File: src/rtl/cfu_initiator.sv
// cfu_initiator: CPU-side CFU initiator issuing tagged requests and retiring completions in issue order.
// Ports:
//   clock_i, reset_ni (async, active-low), clock_en_i (freezes all handshakes/state when low)
//   cmd_*   : core command in (valid/ready), passed straight through to req_*
//   req_*   : CFU request out, req_id_o is the allocated slot tag
//   resp_*  : CFU response in, accepted in any order by tag
//   cpl_*   : in-order completion back to the core
//   outstanding_o : issued-but-not-retired count; stray_resp_o : one-cycle pulse on an unmatched response
module cfu_initiator #(
  parameter int DEPTH              = 4,
  parameter int CFU_INTERFACE_ID_W = 16,
  parameter int CFU_FUNCTION_ID_W  = 16,
  parameter int CFU_REORDER_ID_W   = 8,
  parameter int CFU_REQ_RESP_ID_W  = 6,
  parameter int CFU_REQ_INPUTS     = 2,
  parameter int CFU_REQ_DATA_W     = 32,
  parameter int CFU_RESP_OUTPUTS   = 1,
  parameter int CFU_RESP_DATA_W    = CFU_REQ_DATA_W,
  parameter int CFU_ERROR_ID_W     = CFU_RESP_DATA_W
) (
  input  logic                                        clock_i,
  input  logic                                        reset_ni,
  input  logic                                        clock_en_i,
  output logic                                        cmd_ready_o,
  input  logic                                        cmd_valid_i,
  input  logic [CFU_INTERFACE_ID_W-1:0]               cmd_interface_id_i,
  input  logic [CFU_FUNCTION_ID_W-1:0]                cmd_function_id_i,
  input  logic [CFU_REORDER_ID_W-1:0]                 cmd_reorder_id_i,
  input  logic [CFU_REQ_INPUTS*CFU_REQ_DATA_W-1:0]    cmd_data_i,
  input  logic                                        req_ready_i,
  output logic                                        req_valid_o,
  output logic [CFU_INTERFACE_ID_W-1:0]               req_interface_id_o,
  output logic [CFU_FUNCTION_ID_W-1:0]                req_function_id_o,
  output logic [CFU_REORDER_ID_W-1:0]                 req_reorder_id_o,
  output logic [CFU_REQ_RESP_ID_W-1:0]                req_id_o,
  output logic [CFU_REQ_INPUTS*CFU_REQ_DATA_W-1:0]    req_data_o,
  output logic                                        resp_ready_o,
  input  logic                                        resp_valid_i,
  input  logic [CFU_REQ_RESP_ID_W-1:0]                resp_id_i,
  input  logic [CFU_RESP_OUTPUTS*CFU_RESP_DATA_W-1:0] resp_data_i,
  input  logic                                        resp_ok_i,
  input  logic [CFU_ERROR_ID_W-1:0]                   resp_error_id_i,
  input  logic                                        cpl_ready_i,
  output logic                                        cpl_valid_o,
  output logic [CFU_RESP_OUTPUTS*CFU_RESP_DATA_W-1:0] cpl_data_o,
  output logic                                        cpl_ok_o,
  output logic [CFU_ERROR_ID_W-1:0]                   cpl_error_id_o,
  output logic [$clog2(DEPTH+1)-1:0]                  outstanding_o,
  output logic                                        stray_resp_o
);
  localparam int PW = (DEPTH > 1) ? $clog2(DEPTH) : 1;
  localparam int CW = $clog2(DEPTH + 1);
  localparam int DW = CFU_RESP_OUTPUTS * CFU_RESP_DATA_W;
  logic [PW-1:0]             head_q, head_d, tail_q, tail_d, ridx;
  logic [CW-1:0]             count_q, count_d;
  logic [DEPTH-1:0]          pend_q, pend_d, done_q, done_d, ok_q, ok_d;
  logic [DW-1:0]             data_q [DEPTH];
  logic [DW-1:0]             data_d [DEPTH];
  logic [CFU_ERROR_ID_W-1:0] err_q [DEPTH];
  logic [CFU_ERROR_ID_W-1:0] err_d [DEPTH];
  logic                      rready_q, stray_q, stray_d;
  logic                      full, issue, retire, rv, match;
  assign full               = count_q == CW'(DEPTH);
  assign req_valid_o        = cmd_valid_i && !full;
  assign cmd_ready_o        = req_ready_i && !full;
  assign req_interface_id_o = cmd_interface_id_i;
  assign req_function_id_o  = cmd_function_id_i;
  assign req_reorder_id_o   = cmd_reorder_id_i;
  assign req_data_o         = cmd_data_i;
  assign req_id_o           = CFU_REQ_RESP_ID_W'(tail_q);
  assign issue              = req_valid_o && req_ready_i && clock_en_i;
  assign rv                 = resp_valid_i && rready_q && clock_en_i;
  assign ridx               = resp_id_i[PW-1:0];
  // A response may target the slot being issued this very cycle (comb CFU), before its pending bit exists.
  assign match              = rv && (32'(resp_id_i) < DEPTH) &&
                              ((pend_q[ridx] && !done_q[ridx]) || (issue && ridx == tail_q));
  assign cpl_valid_o        = done_q[head_q];
  assign cpl_data_o         = data_q[head_q];
  assign cpl_ok_o           = ok_q[head_q];
  assign cpl_error_id_o     = err_q[head_q];
  assign retire             = cpl_valid_o && cpl_ready_i && clock_en_i;
  assign resp_ready_o       = rready_q;
  assign outstanding_o      = count_q;
  assign stray_resp_o       = stray_q;
  always_comb begin
    head_d  = head_q;
    tail_d  = tail_q;
    pend_d  = pend_q;
    done_d  = done_q;
    ok_d    = ok_q;
    data_d  = data_q;
    err_d   = err_q;
    if (issue) begin
      pend_d[tail_q] = 1'b1;
      tail_d         = (tail_q == PW'(DEPTH - 1)) ? '0 : tail_q + 1'b1;
    end
    if (match) begin
      done_d[ridx] = 1'b1;
      data_d[ridx] = resp_data_i;
      ok_d[ridx]   = resp_ok_i;
      err_d[ridx]  = resp_error_id_i;
    end
    if (retire) begin
      pend_d[head_q] = 1'b0;
      done_d[head_q] = 1'b0;
      head_d         = (head_q == PW'(DEPTH - 1)) ? '0 : head_q + 1'b1;
    end
    count_d = count_q + CW'(issue) - CW'(retire);
    stray_d = rv && !match;
  end
  always_ff @(posedge clock_i or negedge reset_ni) begin
    if (!reset_ni) begin
      head_q   <= '0;
      tail_q   <= '0;
      count_q  <= '0;
      pend_q   <= '0;
      done_q   <= '0;
      ok_q     <= '0;
      rready_q <= 1'b0;
      stray_q  <= 1'b0;
      for (int i = 0; i < DEPTH; i++) begin
        data_q[i] <= '0;
        err_q[i]  <= '0;
      end
    end else begin
      head_q   <= head_d;
      tail_q   <= tail_d;
      count_q  <= count_d;
      pend_q   <= pend_d;
      done_q   <= done_d;
      ok_q     <= ok_d;
      data_q   <= data_d;
      err_q    <= err_d;
      rready_q <= 1'b1;
      stray_q  <= stray_d;
    end
  end
endmodule

File: config.mk
export PLATFORM = sky130hd
export DESIGN_NAME = cfu_initiator
export DESIGN_NICKNAME = d
export VERILOG_FILES = /design/src/rtl/cfu_initiator.sv
export SDC_FILE = /design/constraint.sdc
export NUM_CORES = 1
export LEC_CHECK = 0
export ABC_AREA = 1
export CAP_MARGIN = 20
export CORE_MARGIN = 8
export CORE_UTILIZATION = 40
export CTS_CLUSTER_SIZE = 8
export DETAILED_ROUTE_END_ITERATION = 7
export HOLD_SLACK_MARGIN = 0.15
export MAX_ROUTING_LAYER = met4
export PLACE_DENSITY = 0.81
export SETUP_SLACK_MARGIN = 0.3
export SYNTH_ARGS = -nofsm -noshare
export SYNTH_HDL_FRONTEND = slang
export SYNTH_SLANG_ARGS = --single-unit
File: constraint.sdc
create_clock -name clock_i -period 2.39 [get_ports clock_i]
set_input_delay 0.478 -clock clock_i [delete_from_list [all_inputs] [get_ports clock_i]]
set_output_delay 0.478 -clock clock_i [all_outputs]
set_load 0.02 [all_outputs]
# ---- Yosys cells after proc, flatten, opt, wreduce, memory -nomap -nowiden
# Cells that the tools add are included.
dict set report op_classes {
  n_addsub 4
  n_lt_le_gt_ge 10
  n_eq_ne 4
  muxes 31
  bitwise 7
  n_reduce_logical 21
}
# cell count
set op_table {}
lappend op_table {{$bwmux W128} 2}
lappend op_table {{$mux W32} 5}
lappend op_table {{$bmux W32 S2} 2}
lappend op_table {{$demux W32 S2} 1}
lappend op_table {{$logic_and A1 B1 Y1} 17}
lappend op_table {{$mux W4} 4}
lappend op_table {{$lt A2 B3 Y1 const B} 3}
lappend op_table {{$and A4 B4 Y4} 2}
lappend op_table {{$bmux W1 S2} 4}
lappend op_table {{$or A4 B4 Y4} 2}
lappend op_table {{$mux W1} 7}
lappend op_table {{$demux W1 S2} 3}
lappend op_table {{$ge A2 B1 Y1 const B} 3}
lappend op_table {{$ge A3 B3 Y1 const B} 2}
lappend op_table {{$lt A6 B3 Y1 const B} 1}
lappend op_table {{$not A2 Y3} 2}
lappend op_table {{$add A2 B1 Y2 const B} 2}
lappend op_table {{$bwmux W4} 1}
lappend op_table {{$eq A2 B2 Y1 const B} 2}
lappend op_table {{$mux W2} 2}
lappend op_table {{$not A4 Y4} 1}
lappend op_table {{$add A3 B1 Y3} 1}
lappend op_table {{$eq A3 B3 Y1 const B} 1}
lappend op_table {{$logic_not A1 Y1} 3}
lappend op_table {{other kinds (4)} 4}
dict set report word_totals {
  reg_bits 277
  output_inout_bits 183
  elab_cells 93
}

# ---- Logic depth before layout (Yosys ltp)
dict set report logic_depth {
  ltp_word 11
  depth_mapped 14
}

# ---- Worst setup path before layout
# No wires, ideal clock.
dict set report synth_path {
  path_type {reg2reg}
  startpoint {register head_q[0]}
  endpoint {register count_q[2] (netlist: outstanding_o[2])}
  setup_time_ns 0.129
  arrival_time_ns 2.312
  t_required_ns 2.261
  setup_slack_ns -0.051
  stages_incl_launch_ff 14
  n_path_buf 2
  synth_period_minus_slack_ns 2.441
  path_cell_list {dfrtp_1 -> buf_2 -> buf_2 -> nand2_1 -> nand3_1 -> nand2_1 -> inv_1 -> nand3_1 -> inv_1 -> ha_1 -> inv_1 -> ha_1 -> fa_1 -> xor2_1}
}
dict set report synth_via {
  elab_chain_len 5
}
# element line
set synth_rtl {}
lappend synth_rtl {{start: declaration} 54} ;# logic [PW-1:0] head_q, head_d, tail_q, tail_d, ridx;
lappend synth_rtl {{start signal: assignment} 113} ;# head_q <= '0;
lappend synth_rtl {{start signal: assignment} 126} ;# head_q <= head_d;
lappend synth_rtl {{$bmux W1 S2} 77} ;# assign cpl_valid_o = done_q[head_q];
lappend synth_rtl {{$mux W1 (implied by the code)} 77}
lappend synth_rtl {{net cpl_valid_o} 44} ;# output logic cpl_valid_o,
lappend synth_rtl {{$logic_and A1 B1 Y1 (2 in a row)} 81} ;# assign retire = cpl_valid_o && cpl_ready_i && clock_en_i;
lappend synth_rtl {{$sub A3 B1 Y3} 108} ;# count_d = count_q + CW'(issue) - CW'(retire);
lappend synth_rtl {{net count_d[2]} 55} ;# logic [CW-1:0] count_q, count_d;
lappend synth_rtl {{end signal: assignment} 128} ;# count_q <= count_d;
lappend synth_rtl {{end: declaration} 55}
# The timed path passes the listed nets, and every way through them passes these cells. The select of a mux whose other input is x is not followed.
# A chain may end at the register's enable or synchronous reset.

# ---- Worst setup path in the final report
dict set report layout_path {
  startpoint {register head_q[0]}
  endpoint {output cpl_data_o[13]}
}
dict set report layout_via {
  elab_chain_len 4
}
# element line
set layout_rtl {}
lappend layout_rtl {{$not A2 Y3 (implied by the code)} 78} ;# assign cpl_data_o = data_q[head_q];
lappend layout_rtl {{$bmux W32 S2} 78}
lappend layout_rtl {{$mux W32 (implied by the code) (2 in a row)} 78}
lappend layout_rtl {{end: declaration} 45} ;# output logic [CFU_RESP_OUTPUTS*CFU_RESP_DATA_W-1:0] cpl_data_o,
# Every way passes these cells. The select of a mux whose other input is x is not followed.

==> out/qor.txt <==
Number of buffers on the longest clock path -> 3
Netlist area before placement -> 14400 sq um
Full die area -> 42200 sq um
Slew margin rel. -> 0.619
Via count -> 13400
1st-pass router iterations -> 6
Worst Path Arrival -> 1990 ps
Residual antenna-violating net count after detailed routing -> 0
Clock root cell -> sky130_fd_sc_hd__clkbuf_16
Filler cell count in the final layout -> 3128
Clock latency of the later-clocked register in the worst-skew pair -> 540 ps
Worst Hold Depth -> 2
Synth Warn # -> 0
Wire length of the first global-routing pass -> 72800 um
Total power -> 20.3 mW
Crit Path Max Fanout -> 13
Post-Route Skew -> 12.9 ps
Pin count of the biggest net entering global routing -> 118
Number of cell rows -> 69
Number of instances in the synthesized netlist -> 1769
Largest area contributor in the netlist -> sky130_fd_sc_hd__dfrtp_1
Maximum operating frequency -> 405 MHz
Fraction of final layout cells with drive strength greater than 1 -> 0.177
Final hold violation count -> 0
Aggregate routed wire length -> 47000 um
Total I/O pin count -> 365
Clock tree from TritonCTS -> yes
Failing checks -> setup timing
Number of violations of the max-capacitance limit -> 0
H-Tree Level Count -> 2
Highest layer used for signal routing -> met4
Static leakage -> 9.11 nW
Worst Reg-to-Reg Cells -> 15
Min Tclk post-route -> 2470 ps
Critical path capture point type -> primary output
Area growth, synth to finish -> 26.0%
Placement Cell Area -> 16200 sq um
PD cells -> 1120 nW/um^2
Residual DRC -> 0
Number of global-route vias before repair -> 13500
Transition at the pin with the smallest max-transition slack -> 572 ps
GR Overflow Total -> 0
Initial cell density of the core -> 0.405
Sequential element share of the synthesized area -> 0.482
Area used by sequential logic in the layout -> 6940 sq um
Per-instance average area after synthesis -> 8.12 sq um
Height of the die -> 206 um
Minimum setup slack in the final design -> -79.4 ps
Violation count after the first detailed-routing iteration -> 1308
Wire length the detailed router placed on met1 -> 17900 um
RSZ-0062 raised after global routing -> true
Antenna violations before repair -> 2
Final non-filler cell area -> 18100 sq um
Met2 Routed Length -> 22800 um
Count of final setup violators -> 29
Average routed wire per standard cell -> 20.5 um
Clock buffers created by TritonCTS -> 40
FF+latch count, synth -> 277
Ratio of routed vias to standard cells -> 5.88
Clock input transition at the sequential cells of the worst setup and hold paths -> 50 ps
Total routing resource utilization after global routing -> 0.220
IO buf count -> 152
DIE WIDTH -> 206 um
Synth top area share -> 0.482
Worst setup path class -> flop to primary output
Detailed route wirelength on metal3 -> 4550 um
Area contributors post-synth -> sky130_fd_sc_hd__dfrtp_1 (48%), sky130_fd_sc_hd__nand2_1 (14%), sky130_fd_sc_hd__nand4_1 (11%), sky130_fd_sc_hd__buf_4 (5.8%), sky130_fd_sc_hd__o21ai_0 (4.7%)
Multi-input gate area in the final layout -> 6190 sq um
Clock sink count -> 277
VDD IR-drop max -> 0.000660 V
Placed wire-length estimate after detailed placement -> 27200 um
Kind of start point of the critical path -> flop
Placer Congestion -> 0.852
Run status -> complete, but fails checks
Count of different cell masters after synthesis -> 27
Net count of the finished layout -> 2012
Tightest Hold Check Type -> flop to flop
Core outline area -> 35500 sq um
Required time reported for the critical path endpoint -> 1910 ps
Total count of max-transition violations in the final report -> 0
Tcrit/Tclk final -> 1.03
-- cells by family after synthesis --
| family | count (synthesis) | share of synthesized area |
|---|---|---|
| buffers and inverters | 294 | 0.124 |
| AO/OA/AOI/OAI | 212 | 0.0803 |
| AND/OR/NAND/NOR | 971 | 0.302 |
| XOR/XNOR | 2 | 0.00122 |
| adder cells (fa/ha/maj) | 11 | 0.0101 |
| flip-flops | 277 | 0.482 |
| other | 2 | 0.000523 |
-- what timing repair did --
| item | 4_1_cts | 5_1_grt |
|---|---|---|
| hold endpoints to repair | 53 | 0 |
| setup endpoints to repair | 73 | 72 |
| hold buffers | 1 | 0 |
| setup buffers | 9 | 7 |
| gates cloned | 4 | 5 |
| pin swaps | 10 | 22 |
| resized for setup | 394 | 125 |
-- synthesized netlist by cell type, drive strengths merged --
cell    count
dfrtp     277
a21boi      1
buf       194
clkinv      1
o21ai     137
xnor2       1
clkbuf     73
conb        2
o22ai      66
nor2      145
nand3      13
xor2        1
nand2     553
nand4     260
ha         10
a21oi       5
a21o        3
inv        26
fa          1
-- power breakdown --
group          total (mW)  internal [mW]  switching (mW)  leakage (nW)
clock                5.11           3.09            2.02         0.529
combinational        9.97           4.35            5.61          4.74
sequential           5.17           4.95           0.225          3.83
total                20.3           12.4            7.86          9.11
-- sequential cells by signal, indices dropped and copies added, names as in the netlist --
register and count:
data_q 128, done_q 4, err_q 128, head_q 2, ok_q 4, outstanding_o 3
pend_q 4, resp_ready_o 1, stray_resp_o 1, tail_q 2
-- worst paths after layout --
path	startpoint	slack [ps]	end
hold reg to reg	err_q[76]$_DFFE_PN0P_	460	err_q[76]$_DFFE_PN0P_
setup / recovery	head_q[0]$_DFFE_PN0N_	-80	cpl_data_o[13]
max in group asynchronous	reset_ni	1140	err_q[107]$_DFFE_PN0P_
setup reg to reg	head_q[0]$_DFFE_PN0N_	-30	outstanding_o[2]$_DFF_PN0_
hold / removal	err_q[76]$_DFFE_PN0P_	460	err_q[76]$_DFFE_PN0P_
min in group asynchronous	reset_ni	500	data_q[8]$_DFFE_PN0P_
-- through the flow --
| step | hold slack (ps) | setup WS (ps) | cells | util | setup TNS [ps] |
|---|---|---|---|---|---|
| detailed placement | 454 | -2.78 | 2212 | 0.457 | -2.78 |
| finish | 463 | -79.4 | 2287 | 0.510 | -900 |
| floorplan | 182 | 282 | 1772 | - | 0 |
| global route | 482 | -145 | 2287 | 0.510 | -3580 |
| global placement | 448 | 46.0 | 2212 | 0.457 | 0 |
| CTS | 465 | -114 | 2273 | 0.495 | -1620 |
-- layout by cell type, fill, tap and decap left out, drive strengths merged --
master,instances
dlygate4sd3,1
nand2,553
a21o,3
o22ai,66
inv,26
ha,10
nor2,145
xnor2,1
fa,1
clkbuf,52
clkinv,2
buf,181
xor2,1
nand3,13
conb,5
nand4,260
a21oi,5
diode,2
clkdlybuf4s50,78
dlymetal6s2s,2
o21ai,137
dlygate4sd2,4
dfrtp,277
a21boi,1
-- layer usage --
layer | vias to the layer above | track usage
met5 | - | -
met2 | 804 | 0.348
li1 | 5994 | -
met4 | 0 | 0.104
met1 | 6494 | 0.268
met3 | 153 | 0.0436
-- worst max-delay path: stages, from the launching register on --
cell and delay [ps]:
sky130_fd_sc_hd__dfrtp_4 540, sky130_fd_sc_hd__buf_6 180, sky130_fd_sc_hd__buf_12 150, sky130_fd_sc_hd__o21ai_0 280, sky130_fd_sc_hd__o22ai_2 150, sky130_fd_sc_hd__buf_6 150
-- cell type report --
cell class | count | area share
Sequential cell | 277 | 0.383
Antenna cell | 2 | 0.000276
Multi-Input combinational cell | 1201 | 0.342
Clock inverter | 1 | 0.000898
Tap cell | 461 | 0.0319
Timing Repair Buffer | 272 | 0.177
Inverter | 27 | 0.00656
Clock buffer | 46 | 0.0589
(Power assumes the default switching activity.)
==> RTL edit 1 (same flow settings) <==
Take the reset off `ok_q` and load it in a clocked block of its own.
--- a/src/rtl/cfu_initiator.sv
+++ b/src/rtl/cfu_initiator.sv
@@ -117,3 +117,2 @@
       done_q   <= '0;
-      ok_q     <= '0;
       rready_q <= 1'b0;
@@ -130,3 +129,2 @@
       done_q   <= done_d;
-      ok_q     <= ok_d;
       data_q   <= data_d;
@@ -137,2 +135,6 @@
   end
+
+  always_ff @(posedge clock_i) begin
+    ok_q <= ok_d;
+  end
 endmodule
Check against the original RTL: differs if reset_ni is asserted again (counterexample within 4 cycles, from zero or initial values and one cycle with reset_ni low); with reset_ni held inactive, the same outputs for 4 cycles.
==> RTL edit 1 against the unedited design <==
- wire length grew 3.8%
- power grew 7.3%
- final area grew 5.4%
- sequential share of layout area shrank 1.9 points
- area after synthesis grew 0.32%
- first-iteration DRC count grew 5.2%
- hold slack gained 0.0020 ns
- sequential cell count is the same
- largest cell class unchanged
- setup slack lost 0.048 ns
- non-clock buffer count grew 38
- the run still ends with negative setup slack left
- clock power shrank 0.8%
- critical endpoint is now cpl_error_id_o[0]
- maximum frequency shrank 1.9%
- combinational power grew 15%
==> RTL edit 1: results (changes against the unedited design) <==
metric;value;unit;change
Ys Warns;0;;unchanged
Top FF cell, synth;dfrtp_1;;
Clock Tree Buf Depth;3;;unchanged
CP arrival;2.04;ns;+0.05 ns
GRT Util Overall;21.7;%;-0.29 points
initial antenna violation count;2;;unchanged
H-tree Lvls;2;;unchanged
clk_skew;0.0120;ns;-0.000843 ns
Post-synth EDFFs;4;;+4
Slew @ Worst Pin;0.520;ns;-0.0523 ns
clock root cell;clkbuf_16;;
hold crit path type;reg2reg;;
P_leak;9.48;nW;+4.1%
Placer Congestion;0.839;;-1.5%
sequential fraction of the synthesis area;48.2;%;about the same
vias in the first global route;13300;;-1.3%
post-synthesis async set-or-reset flop share;98.6;%;-1.4 points
Worst Path Max Fanout;6;;-7
TritonRoute pass-1 iters;7;;+1
first-pass GRT wire length;72.2;mm;-0.75%
status;finished with violations;;
Post-synth top cells;nand2_1 (543), dfrtp_1 (273), nand4_1 (256);;
share of post-route cells with drive strength above 1;23.7;%;+6.0 points
Clock Pin Slew Worst Setup and Hold Paths;0.06;ns;
Num CTS Buffers;40;;unchanged
WL/cell;21.0;microns;+2.4%
Synth area leaders;dfrtp_1 (47%), nand2_1 (14%), nand4_1 (11%);;
setup TNS;-3.61;ns;-2.71 ns
failing checks;negative setup slack;;
clock latency on the worst-skew pair;0.52;ns;-0.02 ns
vias per cell;5.91;;+0.48%
fillcell total;3031;;-3.1%
Synth top area share;47.4;%;-0.85 points
final worst slack;-0.127;ns;-0.0479 ns
post-DP HPWL;26.6;mm;-2.1%
Yosys cell types;29;;+7.4%
cell area after placement;16200;sq um;-0.13%
largest net degree at the start of global routing;77;;-35%
Slew Viols, Final;0;;unchanged
Place WS;-0.0338;ns;-0.0310 ns
Largest regs;data_q (128), err_q (128);;
port bufs;152;;unchanged
Net Sw Frac;39.1;%;+0.34 points
Setup-failing EPs final;58;;+100%
peak supply drop;0.000858;V;+30%
Nets;2042;;+1.5%
drt initial violations;1376;;+5.2%
==> RTL edit 1: power groups by stage <==
stage	Combinational, mW	Sequential [mW]	Clock, mW
after floorplan	4.55	5.21	0
after global placement	7.95	5.22	0
after detailed placement	8.03	5.23	0
after CTS	9.96	5.17	5.11
after global routing	12.0	5.20	5.31
final	11.5	5.18	5.07
==> RTL edit 1: what timing repair did <==
item / CTS / global route
hold buffers: 1 / 0
setup buffers: 20 / 19
endpoints found under the setup margin: 73 / 316
gates cloned: 10 / 9
hold endpoints to repair: 53 / 0
resized for setup: 529 / 175
pin swaps: 43 / 38
==> RTL edit 1: area by class of cell <==
cell class / instances / area (sq um) / area share, %
inverters: 31 / 126 / 0.662
multi-input cells: 1189 / 6560 / 34.3
diodes: 2 / 5.00 / 0.0262
well taps: 461 / 577 / 3.02
repair buffers: 310 / 3810 / 19.9
clock buffers: 47 / 1050 / 5.49
flip-flops and latches: 277 / 6960 / 36.4
clock inverters: 2 / 17.5 / 0.0917
==> RTL edit 1: stage by stage <==
step                      hold slack (ns)  std cells  util (%)
final                               0.465       2319      53.7
after CTS                           0.466       2289      51.2
after global placement              0.448       2209      45.5
after floorplan                     0.182       1762         -
after global routing                0.484       2319      53.7
after detailed placement            0.452       2209      45.5
==> RTL edit 1: critical path, stage by stage, from the launching register on <==
cell     delay (ns)
dfrtp_4        0.52
inv_8          0.08
buf_12         0.11
buf_12         0.11
buf_16         0.11
buf_8          0.10
buf_12         0.12
nor2_2         0.04
o22ai_2        0.18
buf_6          0.15
==> RTL edit 1: path summary, 6_finish.rpt <==
path | from | to | slack, ns | depth (start not counted)
worst max-delay path | head_q[0]$_DFFE_PN0N_ | cpl_error_id_o[0] | -0.13 | 9
min in group asynchronous | reset_ni | err_q[83]$_DFFE_PN0P_ | 0.49 | 2
max in group asynchronous | reset_ni | err_q[5]$_DFFE_PN0P_ | 1.07 | 3
worst min register to register | data_q[46]$_DFFE_PN0P_ | data_q[46]$_DFFE_PN0P_ | 0.46 | 2
worst max register to register | head_q[0]$_DFFE_PN0N_ | outstanding_o[2]$_DFF_PN0_ | -0.06 | 16
worst min-delay path | data_q[46]$_DFFE_PN0P_ | data_q[46]$_DFFE_PN0P_ | 0.46 | 2
==> RTL edit 1: layer usage <==
metal / GRT usage (%) / part of all wire (%)
met1: 26.9 / 38
met2: 34.8 / 48
met3: 3.98 / 10
met4: 8.80 / 3.9
met5: - / 0
==> RTL edit 1: cells by family after synthesis <==
kind of cell	synth area share [%]
adders and majority gates	1.01
and+or+nand+nor	30.0
buffers and inverters	12.6
xor gates and xnor gates	0.122
DFF	48.2
other	0.0521
AOI/OAI and AO/OA	8.00
==> RTL edit 2 (same settings) <==
Without the edit above. The parameter `CFU_REORDER_ID_W` goes from 8 to 10.
--- a/src/rtl/cfu_initiator.sv
+++ b/src/rtl/cfu_initiator.sv
@@ -12,3 +12,3 @@
   parameter int CFU_FUNCTION_ID_W  = 16,
-  parameter int CFU_REORDER_ID_W   = 8,
+  parameter int CFU_REORDER_ID_W   = 10,
   parameter int CFU_REQ_RESP_ID_W  = 6,
Ports: changed (resized cmd_reorder_id_i and req_reorder_id_o); port bits go from 365 to 369. No check against the original RTL was run, so the function may have changed too.
==> RTL edit 2 against the unedited design <==
- the flow still finishes with violations (negative setup slack)
- area after synthesis grew 0.10%
- cell count is 0.52% lower
- first-iteration DRC count grew 1.1%
- wire length is 0.38% higher
- maximum frequency grew 0.41%
- power up 1.3%
- sequential power is essentially flat
- critical path depth rose by 2
- setup slack improved by 0.010 ns
- final area increased by 0.50%
- sequential cell count is the same
- hold slack about the same
- via count grew 0.44%
- largest power group unchanged
==> RTL edit 2: results (changes against the unedited design) <==
metric;value;unit;change
Post-synth top cells;nand2_1 (551), dfrtp_1 (277), nand4_1 (260);;
crit start category;register;;
Yosys cell types;27;;unchanged
clock root cell;clkbuf_16;;
status;finished with violations;;
initial antenna violation count;0;;-2
setup repair bufs after CTS;19;;+10
Clock Pin Slew Worst Setup and Hold Paths;0.05;ns;about the same
Synth area leaders;dfrtp_1 (48%), nand2_1 (14%), nand4_1 (11%);;
Post-Synth Adder-Cell Area;1.01;%;-0.0011 points
Worst Path Max Fanout;7;;-6
Total Wirelength;47.1;mm;+0.38%
Reg2Reg Depth;13;;-2
Ys Warns;0;;unchanged
port bufs;152;;unchanged
vias;13500;;+0.44%
vias in the first global route;13500;;-0.18%
Setup-failing EPs final;6;;-79%
hold path cells;2;;unchanged
Post-Synth XOR/XNOR Area;0.122;%;-0.00013 points
CTS resizes;457;;+16%
Place WS;-0.0550;ns;-0.0522 ns
Compound-Gate Fraction of Synth Area;8.02;%;-0.0084 points
Top delay family on crit path;buffers and inverters;;
largest net degree at the start of global routing;80;;-32%
critical path's largest stage delay;0.54;ns;about the same
drt initial violations;1322;;+1.1%
first-pass GRT wire length;74.1;mm;+1.8%
P_leak;9.06;nW;-0.53%
share of post-route cells with drive strength above 1;19.6;%;+1.9 points
hold path start;data_q[82]$_DFFE_PN0P_;;
post-DP HPWL;26.7;mm;-1.7%
Placer Congestion;0.810;;-4.9%
Antenna diodes;0;;-2
TritonRoute pass-1 iters;5;;-1
setup TNS;-0.239;ns;+0.661 ns
final worst slack;-0.0692;ns;+0.0102 ns
failing checks;negative setup slack;;
GRT Util Overall;22.2;%;+0.22 points
fillcell total;3119;;-0.29%
Largest regs;data_q (128), err_q (128);;
Nets;2004;;-0.40%
mux cell area share after synthesis;0;%;unchanged
clock latency on the worst-skew pair;0.52;ns;-0.02 ns
clk_skew;0.0166;ns;+0.00371 ns
Slowest-stage cell, CP;dfrtp_4;;
sequential fraction of the synthesis area;48.2;%;-0.050 points
peak supply drop;0.000718;V;+8.8%
[RTL edit 2: logic make-up after synthesis]
family                     count (synthesis)
AOI/OAI and AO/OA                        212
buffers and inverters                    296
and+or+nand+nor                          971
DFF                                      277
adders and majority gates                 11
xor gates and xnor gates                   2
other                                      2
[RTL edit 2: through the flow]
step                      std cells  area (sq um)
after floorplan                1774         14500
after global placement         2187         16000
after detailed placement       2187         16000
after CTS                      2262         17600
after global routing           2275         18200
final                          2275         18200
[RTL edit 2: worst min-delay path, stage by stage, from the launching register on]
cell,delay (ns)
dfrtp_1,0.34
nand2_1,0.05
nand2_1,0.04
[RTL edit 2: power breakdown]
group	total [mW]	internal, mW	switching [mW]
Combinational	10.3	4.40	5.86
Clock	5.07	3.06	2.02
Sequential	5.18	4.95	0.227
Total	20.5	12.4	8.10
[RTL edit 2: cell type report]
class                      instances  area share [%]
sequential                       277            38.1
multi-input combinational       1201            35.0
timing repair buffer             262            17.2
clock buffer                      45            5.77
tap                              461            3.17
inverter                          27           0.667
clock inverter                     2          0.0962
[RTL edit 2: metal layers]
layer	routed length, microns	track usage (%)
met1	18300	27.1
met2	22600	35.5
met3	4450	4.35
met4	1770	9.73
met5	0	-
[RTL edit 2: path summary, 6_finish.rpt]
| kind | slack, ns | to |
|---|---|---|
| max in group asynchronous | 1.10 | err_q[70]$_DFFE_PN0P_ |
| worst min-delay path | 0.46 | data_q[82]$_DFFE_PN0P_ |
| worst max-delay path | -0.07 | cpl_error_id_o[8] |
| worst max register to register | 0.09 | outstanding_o[2]$_DFF_PN0_ |
| min in group asynchronous | 0.49 | outstanding_o[1]$_DFF_PN0_ |
| worst min register to register | 0.46 | data_q[82]$_DFFE_PN0P_ |
